## config.mk

```make
export PLATFORM = sky130hd
export DESIGN_NAME = fpga_top_mul_pipe_sat
export DESIGN_NICKNAME = d
export VERILOG_FILES = /design/src/rtl/fpga_top_mul_pipe_sat.sv
export SDC_FILE = /design/constraint.sdc
export NUM_CORES = 1
export LEC_CHECK = 0
export ABC_AREA = 1
export BUFFER_PORTS_ARGS = -buffer_cell sky130_fd_sc_hd__buf_2
export CORE_MARGIN = 5
export CORE_UTILIZATION = 52
export DETAILED_ROUTE_END_ITERATION = 6
export GPL_ROUTABILITY_DRIVEN = 1
export PLACE_DENSITY = 0.73
export SLEW_MARGIN = 20
export SYNTH_ARGS = -nofsm -noshare
export SYNTH_HDL_FRONTEND = slang
export SYNTH_SLANG_ARGS = --single-unit
```

## constraint.sdc

```tcl
create_clock -name ap_clk -period 1.4 [get_ports ap_clk]
set_input_delay 0.28 -clock ap_clk [delete_from_list [all_inputs] [get_ports ap_clk]]
set_output_delay 0.28 -clock ap_clk [all_outputs]
set_load 0.005 [all_outputs]
```

## src/rtl/fpga_top_mul_pipe_sat.sv

```systemverilog
// Pipelined integer multiplier with optional fixed-point shift and saturating or wrapping
// narrowing, flow-controlled by valid/ready with backpressure.
module fpga_top_mul_pipe_sat #(
   parameter int A_WIDTH   = 10,
   parameter int B_WIDTH   = 10,
   parameter int OUT_WIDTH = 16,
   parameter int A_SIGNED  = 1,
   parameter int B_SIGNED  = 0,
   parameter int SHIFT     = 0,
   parameter int SAT       = 1,
   parameter int NUM_STAGE = 2
) (
   input  logic                 ap_clk,
   input  logic                 ap_rst_n,
   input  logic                 in_valid,
   output logic                 in_ready,
   input  logic [A_WIDTH-1:0]   a,
   input  logic [B_WIDTH-1:0]   b,
   output logic                 out_valid,
   input  logic                 out_ready,
   output logic [OUT_WIDTH-1:0] p,
   output logic                 ovf
);

   localparam int PW = A_WIDTH + B_WIDTH + 1;
   localparam bit RES_SIGNED = (A_SIGNED != 0) || (B_SIGNED != 0);
   localparam logic [PW-1:0] ONE_U = {{(PW-1){1'b0}}, 1'b1};
   // Result bounds held in the full product width so the range test needs no narrowing.
   localparam logic signed [PW-1:0] MAX_S = RES_SIGNED ?
      $signed((ONE_U << (OUT_WIDTH-1)) - ONE_U) : $signed((ONE_U << OUT_WIDTH) - ONE_U);
   localparam logic signed [PW-1:0] MIN_S = RES_SIGNED ?
      $signed(~((ONE_U << (OUT_WIDTH-1)) - ONE_U)) : $signed({PW{1'b0}});

   logic signed [A_WIDTH:0]   a_ext_s;
   logic signed [B_WIDTH:0]   b_ext_s;
   logic signed [PW-1:0]      prod_s;
   logic signed [PW-1:0]      quot_s;
   logic                      over_s;
   logic                      under_s;
   logic [OUT_WIDTH-1:0]      res_s;
   logic                      res_ovf_s;
   logic                      advance_s;

   logic [NUM_STAGE-1:0]      vld_q, vld_d;
   logic [NUM_STAGE-1:0]      ovfs_q, ovfs_d;
   logic [OUT_WIDTH-1:0]      data_q [NUM_STAGE];
   logic [OUT_WIDTH-1:0]      data_d [NUM_STAGE];

   // Exact product, arithmetic shift and narrowing of the incoming operand pair.
   always_comb begin
      a_ext_s   = {((A_SIGNED != 0) ? a[A_WIDTH-1] : 1'b0), a};
      b_ext_s   = {((B_SIGNED != 0) ? b[B_WIDTH-1] : 1'b0), b};
      prod_s    = PW'(a_ext_s) * PW'(b_ext_s);
      quot_s    = prod_s >>> SHIFT;
      over_s    = (quot_s > MAX_S);
      under_s   = (quot_s < MIN_S);
      res_s     = quot_s[OUT_WIDTH-1:0];
      res_ovf_s = over_s | under_s;
      if (SAT != 0) begin
         if (over_s) begin
            res_s = MAX_S[OUT_WIDTH-1:0];
         end else if (under_s) begin
            res_s = MIN_S[OUT_WIDTH-1:0];
         end else begin
            res_s = quot_s[OUT_WIDTH-1:0];
         end
      end else begin
         res_s = quot_s[OUT_WIDTH-1:0];
      end
   end

   // Stage advance: data only moves behind a valid bit so bubbles leave p/ovf untouched.
   always_comb begin
      advance_s = ~vld_q[NUM_STAGE-1] | out_ready;
      vld_d     = vld_q;
      ovfs_d    = ovfs_q;
      data_d    = data_q;
      if (advance_s) begin
         vld_d[0] = in_valid;
         if (in_valid) begin
            data_d[0] = res_s;
            ovfs_d[0] = res_ovf_s;
         end else begin
            data_d[0] = data_q[0];
            ovfs_d[0] = ovfs_q[0];
         end
         for (int k = 1; k < NUM_STAGE; k++) begin
            vld_d[k] = vld_q[k-1];
            if (vld_q[k-1]) begin
               data_d[k] = data_q[k-1];
               ovfs_d[k] = ovfs_q[k-1];
            end else begin
               data_d[k] = data_q[k];
               ovfs_d[k] = ovfs_q[k];
            end
         end
      end else begin
         vld_d = vld_q;
      end
   end

   // Pipeline registers.
   always_ff @(posedge ap_clk or negedge ap_rst_n) begin
      if (!ap_rst_n) begin
         vld_q  <= {NUM_STAGE{1'b0}};
         ovfs_q <= {NUM_STAGE{1'b0}};
         for (int k = 0; k < NUM_STAGE; k++) begin
            data_q[k] <= {OUT_WIDTH{1'b0}};
         end
      end else begin
         vld_q  <= vld_d;
         ovfs_q <= ovfs_d;
         for (int k = 0; k < NUM_STAGE; k++) begin
            data_q[k] <= data_d[k];
         end
      end
   end

   assign in_ready  = advance_s;
   assign out_valid = vld_q[NUM_STAGE-1];
   assign p         = data_q[NUM_STAGE-1];
   assign ovf       = ovfs_q[NUM_STAGE-1];

endmodule

```

==> impl_metrics.py, run 1 <==
metrics = {
    "place": {
        "port_buffers": 42,
        "gp_congestion": 0.8645,
        "placed_cell_area_sq_um": 6480,
        "dp_hpwl_microns": 10230,
    },
    "die": {
        "die_h_microns": 113.9,
        "coreArea_sq_um": 10700,
        "ios": 43,
        "initial_core_util_pct": 52.44,
        "row_count": 38,
        "die_area_sq_um": 12970,
        "die-width_microns": 113.9,
    },
    "run": {
        "maxCapViolCount": 0,
    },
    "yosys": {
        "yosys.cell_types.count": 34,
        "synth_edf_count": 0,
        "synth_cells": 724,
        "ys_top_cells_by_count": "nand2_1, inv_1, ha_1",
        "yosysMostFrequentCell": "nand2_1",
        "synth.ff_latch_count": 36,
        "yosys-top-cells-area": "fa_1, dfrtp_1, ha_1, nand2_1, inv_1",
        "syn_area_sq_um": 5610,
        "synth_top_area_share_pct": 22.48,
        "ys.flop_type": "dfrtp_1",
        "synth_nets": 877,
        "syn_area_per_cell_sq_um": 7.749,
        "yosys_warnings": 0,
        "yosysSeqAreaShare_pct": 16.06,
        "synth_top_area_cell": "fa_1",
        "synthArstFlopShare_pct": 100.0,
    },
    "global_routing": {
        "gr-total-overflow": 0,
        "antenna_found_initial": 0,
        "grt_max_degree": 20,
        "grt_pass1_wl_microns": 21360,
        "first_global_vias": 4954,
        "track_usage_pct": 19.58,
    },
    "pwr": {
        "leakagePower_nw": 4.054,
        "clkPwrFrac_pct": 4.4,
        "internal_power_mw": 7.919,
        "power.density_nw_per_um2": 2199,
        "power_frac_comb_pct": 84.6,
        "p_total_mw": 15.45,
        "seqPwrFrac_pct": 11.0,
        "peakVddDrop_mv": 1.518,
        "p_sw_share_pct": 48.75,
        "p_sw_mw": 7.533,
    },
    "routing": {
        "dr.pass1.iters": 4,
        "drt-total-wl_microns": 12190,
        "num_vias": 4649,
        "drtIter0Drc": 190,
        "avgViaCountPerCell": 4.833,
        "antenna_left": 0,
        "wl_per_cell_microns": 12.67,
        "drcViolationCount": 0,
    },
    "hold_path": {
        "min_path_type": "in -> reg",
        "hold_depth": 4,
    },
    "timing": {
        "rsz0062_at_grt": "true",
        "skew_ns": 0.002276,
        "worst_slew_pin_slew_ns": 0.4422,
        "timing.final.crit_share_pct": 328.0,
        "finalSetupViolations": 17,
        "drv_slew": 0,
        "period_minus_slack_ns": 4.592,
        "final.setup.worst_slack_ns": -3.192,
        "hold_violations": 0,
        "slew_headroom_pct": 70.48,
        "fmax_mhz": 217.8,
    },
    "worst_setup_path": {
        "r2r_cells": 7,
        "cp-start-kind": "input port",
        "crit_path_frequent_cell": "inv_2",
        "path_depth": 27,
        "end_kind": "register",
        "cp_max_fo": 8,
        "path_class": "in -> reg",
        "cp_top_family": "adder cells",
        "crit_required_ns": 1.56,
        "critPathBufInv": 8,
        "worst_ep_arrival_time_ns": 4.75,
        "slowest_delay_ns": 0.55,
        "crit_path_top_delay_cell": "fa_2",
    },
    "clocking": {
        "htree_levels": 2,
        "cts.clk_slew.worst_paths_ns": 0.07,
        "cts_tree": "built",
        "cts_buffer_depth": 2,
        "numCtsBuffers": 5,
        "clkSinkCount": 36,
        "cts_root_buf": "clkbuf_8",
        "insertion_delay_ns": 0.28,
    },
    "finish": {
        "fin_area_sq_um": 7027,
        "multi_input_area_sq_um": 4174,
        "synthToLayoutAreaGrowth_pct": 25.25,
        "diodes": 0,
        "regArea_sq_um": 900.9,
        "nFillCells": 864,
        "layout-drive-gt1-share_pct": 33.33,
        "final_nets": 975,
    },
    "status": {
        "failed_checks": "setup timing",
        "status": "complete, but fails checks",
    },
}
-- cell families (layout without fill, tap and decap cells) --
kind of cell             count (synthesis)  count (layout)  synth area share (%)
AND/OR/NAND/NOR                        275             276                 20.81
buffers and inverters                  221             318                 16.28
adder cells (fa/ha/maj)                129             129                 37.20
flip-flops                              36              36                 16.06
AO/OA/AOI/OAI                           34              34                 4.371
multiplexers                            17              17                 3.412
XOR/XNOR                                12              12                 1.873
-- registers in the layout, indices dropped and copies added, names as in the netlist --
signal  count
ovfs_q      2
vld_q       2
p          16
data_q     16
-- final timing paths --
kind | from | end | slack (ns)
hold / removal | out_ready | vld_q[1] | 0.33
setup reg to reg | vld_q[1] | ovfs_q[0] | -0.08
max in group asynchronous | ap_rst_n | p[1] | 0.50
hold reg to reg | data_q[31] | data_q[31] | 0.49
min in group asynchronous | ap_rst_n | p[5] | 0.46
setup / recovery | a[9] | ovfs_q[0] | -3.19
-- cell type report --
class	count	area share [%]
Clock buffer	6	1.033
Clock inverter	1	0.07123
Inverter	182	9.972
Multi-Input combinational cell	468	59.40
Sequential cell	36	12.82
Tap cell	140	2.493
Timing Repair Buffer	129	14.21
-- power by group through the flow --
stage / sequential [mW] / combinational, mW / clock [mW]
global placement: 1.69 / 10.7 / 0
finish: 1.70 / 13.1 / 0.673
detailed placement: 1.73 / 11.0 / 0
CTS: 1.71 / 11.5 / 0.694
global route: 1.76 / 14.4 / 0.728
floorplan: 1.65 / 7.56 / 0
-- worst register-to-register path: stages, from the launching register on --
cell	delay [ns]
dfrtp_1	0.37
inv_1	0.05
nor2_1	0.04
inv_1	0.12
nand2_1	0.17
inv_1	0.38
nor2_1	0.15
a21oi_4	0.13
-- metrics by stage --
| stage | TNS, ns | instances | hold slack, ns | util (%) | setup WS (ns) |
|---|---|---|---|---|---|
| 6_report | -53.89 | 962 | 0.3281 | 65.68 | -3.192 |
| 5_1_grt | -57.25 | 962 | 0.3825 | 65.68 | -3.391 |
| 4_1_cts | -56.18 | 963 | 0.3295 | 63.24 | -3.324 |
| 3_5_place_dp | -62.02 | 946 | 0.2343 | 60.57 | -3.696 |
| 3_3_place_gp | -60.00 | 946 | 0.2176 | 60.57 | -3.560 |
| 2_1_floorplan | -55.92 | 724 | -0.01559 | - | -3.349 |
-- cell usage in the layout, fill, tap and decap left out, types with 7 or more instances in the layout --
| cell type | Yosys | final |
|---|---|---|
| dfrtp_1 | 36 | 36 |
| nand2_2 | 13 | 35 |
| nor2_1 | 36 | 32 |
| a21oi_2 | 12 | 18 |
| nor2_2 | 4 | 7 |
| inv_1 | 177 | 164 |
| fa_1 | 63 | 60 |
| ha_1 | 66 | 54 |
| buf_2 | 0 | 27 |
| mux2_2 | 17 | 17 |
| xor2_1 | 9 | 9 |
| nand3_1 | 13 | 10 |
| inv_2 | 4 | 15 |
| buf_4 | 16 | 86 |
| nand2_4 | 0 | 8 |
| nand2_1 | 191 | 162 |
| ha_4 | 0 | 12 |
-- per-layer routing --
| metal | vias up | part of all wire [%] | GRT usage (%) |
|---|---|---|---|
| met4 | 0 | 2.5 | 5.622 |
| met5 | - | 0 | 0 |
| li1 | 2307 | - | - |
| met3 | 28 | 3.5 | 1.379 |
| met2 | 92 | 52 | 36.63 |
| met1 | 2222 | 42 | 24.18 |
-- repair_timing --
item,CTS,global route
hold buffers,1,0
resized for setup,32,88
gates cloned,1,1
pin swaps,28,55
hold endpoints to repair,17,0
buffers inserted,8,0
endpoints found under the setup margin,17,17
Note: power is estimated with default switching activity, not from simulation.
==> inputs of run 2 (changes only) <==
Settings changed: CORE_ASPECT_RATIO set to 0.8.
==> run 2 against run 1 <==
The flow still finishes with violations (setup timing). Cell count up 0.42%. Hold slack improved by 0.016 ns. Setup slack got worse by 0.19 ns. Via count is 3.6% higher. Critical path depth is 2 lower. Sequential share of layout area decreased by 0.30 points. Global-route usage is 1.7 points higher. Sequential power is essentially flat. Total power grew 9.5%. Wire length rose by 13%. Non-clock buffer count increased by 4.
==> impl_metrics.py, run 2 (synthesis results as in run 1) <==
metrics = {
    "timing": {
        "period_minus_slack_ns": 4.783,
        "drv_slew": 0,
        "tns_ns": -56.66,
        "finalSetupViolations": 17,
        "worst_slew_pin_slew_ns": 0.5069,
        "timing.final.crit_share_pct": 341.6,
        "skew_ns": 0.004363,
        "slew_headroom_pct": 66.20,
        "final.setup.worst_slack_ns": -3.383,
        "fmax_mhz": 209.1,
        "rsz0062_at_grt": "true",
        "hold_violations": 0,
    },
    "worst_setup_path": {
        "cp_top_family": "adder cells",
        "slowest_delay_ns": 0.55,
        "worstSetupStartpoint": "b[7]",
        "crit_path_top_delay_cell": "fa_1",
        "cp-start-kind": "input port",
        "crit_required_ns": 1.55,
        "cp_max_fo": 8,
        "end_kind": "register",
        "path_class": "in -> reg",
        "rr_startpoint": "vld_q[1]",
        "crit_path_frequent_cell": "fa_1",
        "worst_ep_arrival_time_ns": 4.93,
        "critPathBufInv": 7,
    },
    "pwr": {
        "power.density_nw_per_um2": 2352,
        "leakagePower_nw": 4.141,
        "peakVddDrop_mv": 1.491,
    },
    "finish": {
        "synthToLayoutAreaGrowth_pct": 28.26,
        "layout-drive-gt1-share_pct": 34.50,
        "final_cell_mix": "nand2_1, inv_1, buf_4, fa_1, ha_1",
        "multi_input_area_sq_um": 4197,
        "final_nets": 979,
        "nFillCells": 789,
        "final_core_util_pct": 69.16,
        "regArea_sq_um": 900.9,
        "diodes": 0,
        "final_common_cell": "nand2_1",
    },
    "global_routing": {
        "grt_use_met3_pct": 2.693,
        "track_usage_pct": 21.31,
        "met2_usage_pct": 40.25,
        "antenna_found_initial": 0,
        "grt_most_used_layer": "met2",
        "grt_max_degree": 22,
        "use_met1_pct": 26.88,
        "first_global_vias": 5183,
        "grt_pass1_wl_microns": 22880,
        "gr-total-overflow": 0,
    },
    "clocking": {
        "numCtsBuffers": 5,
        "cts_tree": "built",
        "htree_levels": 2,
        "insertion_delay_ns": 0.27,
        "cts.clk_slew.worst_paths_ns": 0.05,
        "cts_buffer_depth": 2,
        "cts_root_buf": "clkbuf_16",
        "clkSinkCount": 36,
    },
    "place": {
        "dp_hpwl_microns": 10490,
        "port_buffers": 42,
        "gp_congestion": 0.9029,
    },
    "die": {
        "coreArea_sq_um": 10410,
        "ios": 43,
        "die-width_microns": 126.1,
        "initial_core_util_pct": 53.92,
        "die_area_sq_um": 12980,
        "die_h_microns": 102.9,
        "row_count": 33,
    },
    "hold_path": {
        "min_path_type": "in -> reg",
        "hold_start": "out_ready",
    },
    "routing": {
        "avgViaCountPerCell": 4.988,
        "dr.pass1.iters": 5,
        "wl_per_cell_microns": 14.24,
        "drcViolationCount": 0,
        "drt-total-wl_microns": 13760,
        "antenna_left": 0,
        "num_vias": 4818,
        "drtIter0Drc": 299,
    },
    "status": {
        "status": "complete, but fails checks",
        "failed_checks": "setup timing",
    },
    "run": {
        "maxCapViolCount": 0,
    },
}
-- run 2: power by group --
group          switching [mW]  internal, mW  total, mW
clock                   0.392         0.646       1.04
combinational            7.53          6.64       14.2
sequential              0.229          1.48       1.71
-- run 2: repair_timing --
action                                  CTS  global route
hold endpoints to repair                 20             0
buffers inserted                          8             4
endpoints found under the setup margin   17            17
pin swaps                                37            52
hold buffers                              1             0
gates cloned                              1             1
gates resized for setup                  70            59
-- run 2: tightest hold or removal path, cell delays in order --
cell and delay (ns):
buf_2 0.08, nor2_1 0.03, inv_1 0.12, nand2_1 0.07
-- run 2: final cells by class --
| cell class | count | area share, % |
|---|---|---|
| Clock buffer | 6 | 1.791 |
| Multi-Input combinational cell | 468 | 58.32 |
| Tap cell | 140 | 2.434 |
| Clock inverter | 1 | 0.06955 |
| Inverter | 182 | 9.737 |
| Sequential cell | 36 | 12.52 |
| Timing Repair Buffer | 133 | 15.13 |
-- run 2: through the flow --
stage / cell area (sq um) / power [mW] / std cells / setup WS, ns / hold WS, ns
5_1_grt: 7196 / 18.40 / 966 / -3.576 / 0.3735
3_3_place_gp: 6465 / 12.29 / 944 / -3.577 / 0.2509
4_1_cts: 6929 / 14.79 / 961 / -3.263 / 0.3417
3_5_place_dp: 6465 / 12.57 / 944 / -3.662 / 0.2722
2_1_floorplan: 5794 / 9.210 / 724 / -3.349 / -0.01559
6_report: 7196 / 16.92 / 966 / -3.383 / 0.3442
-- run 2: path summary, 6_finish.rpt --
| path | endpoint | slack, ns | depth (start not counted) |
|---|---|---|---|
| setup reg to reg | data_q[26] | -0.15 | 7 |
| hold reg to reg | data_q[31] | 0.48 | 2 |
| hold / removal | vld_q[1] | 0.34 | 4 |
| min in group asynchronous | p[4] | 0.51 | 2 |
| setup / recovery | data_q[26] | -3.38 | 25 |
| max in group asynchronous | data_q[30] | 0.42 | 3 |
-- run 2: layer usage --
metal	vias up	share of wire (%)
met4	0	1.0
li1	2321	-
met1	2346	42
met2	137	52
met3	14	5.2
met5	-	0
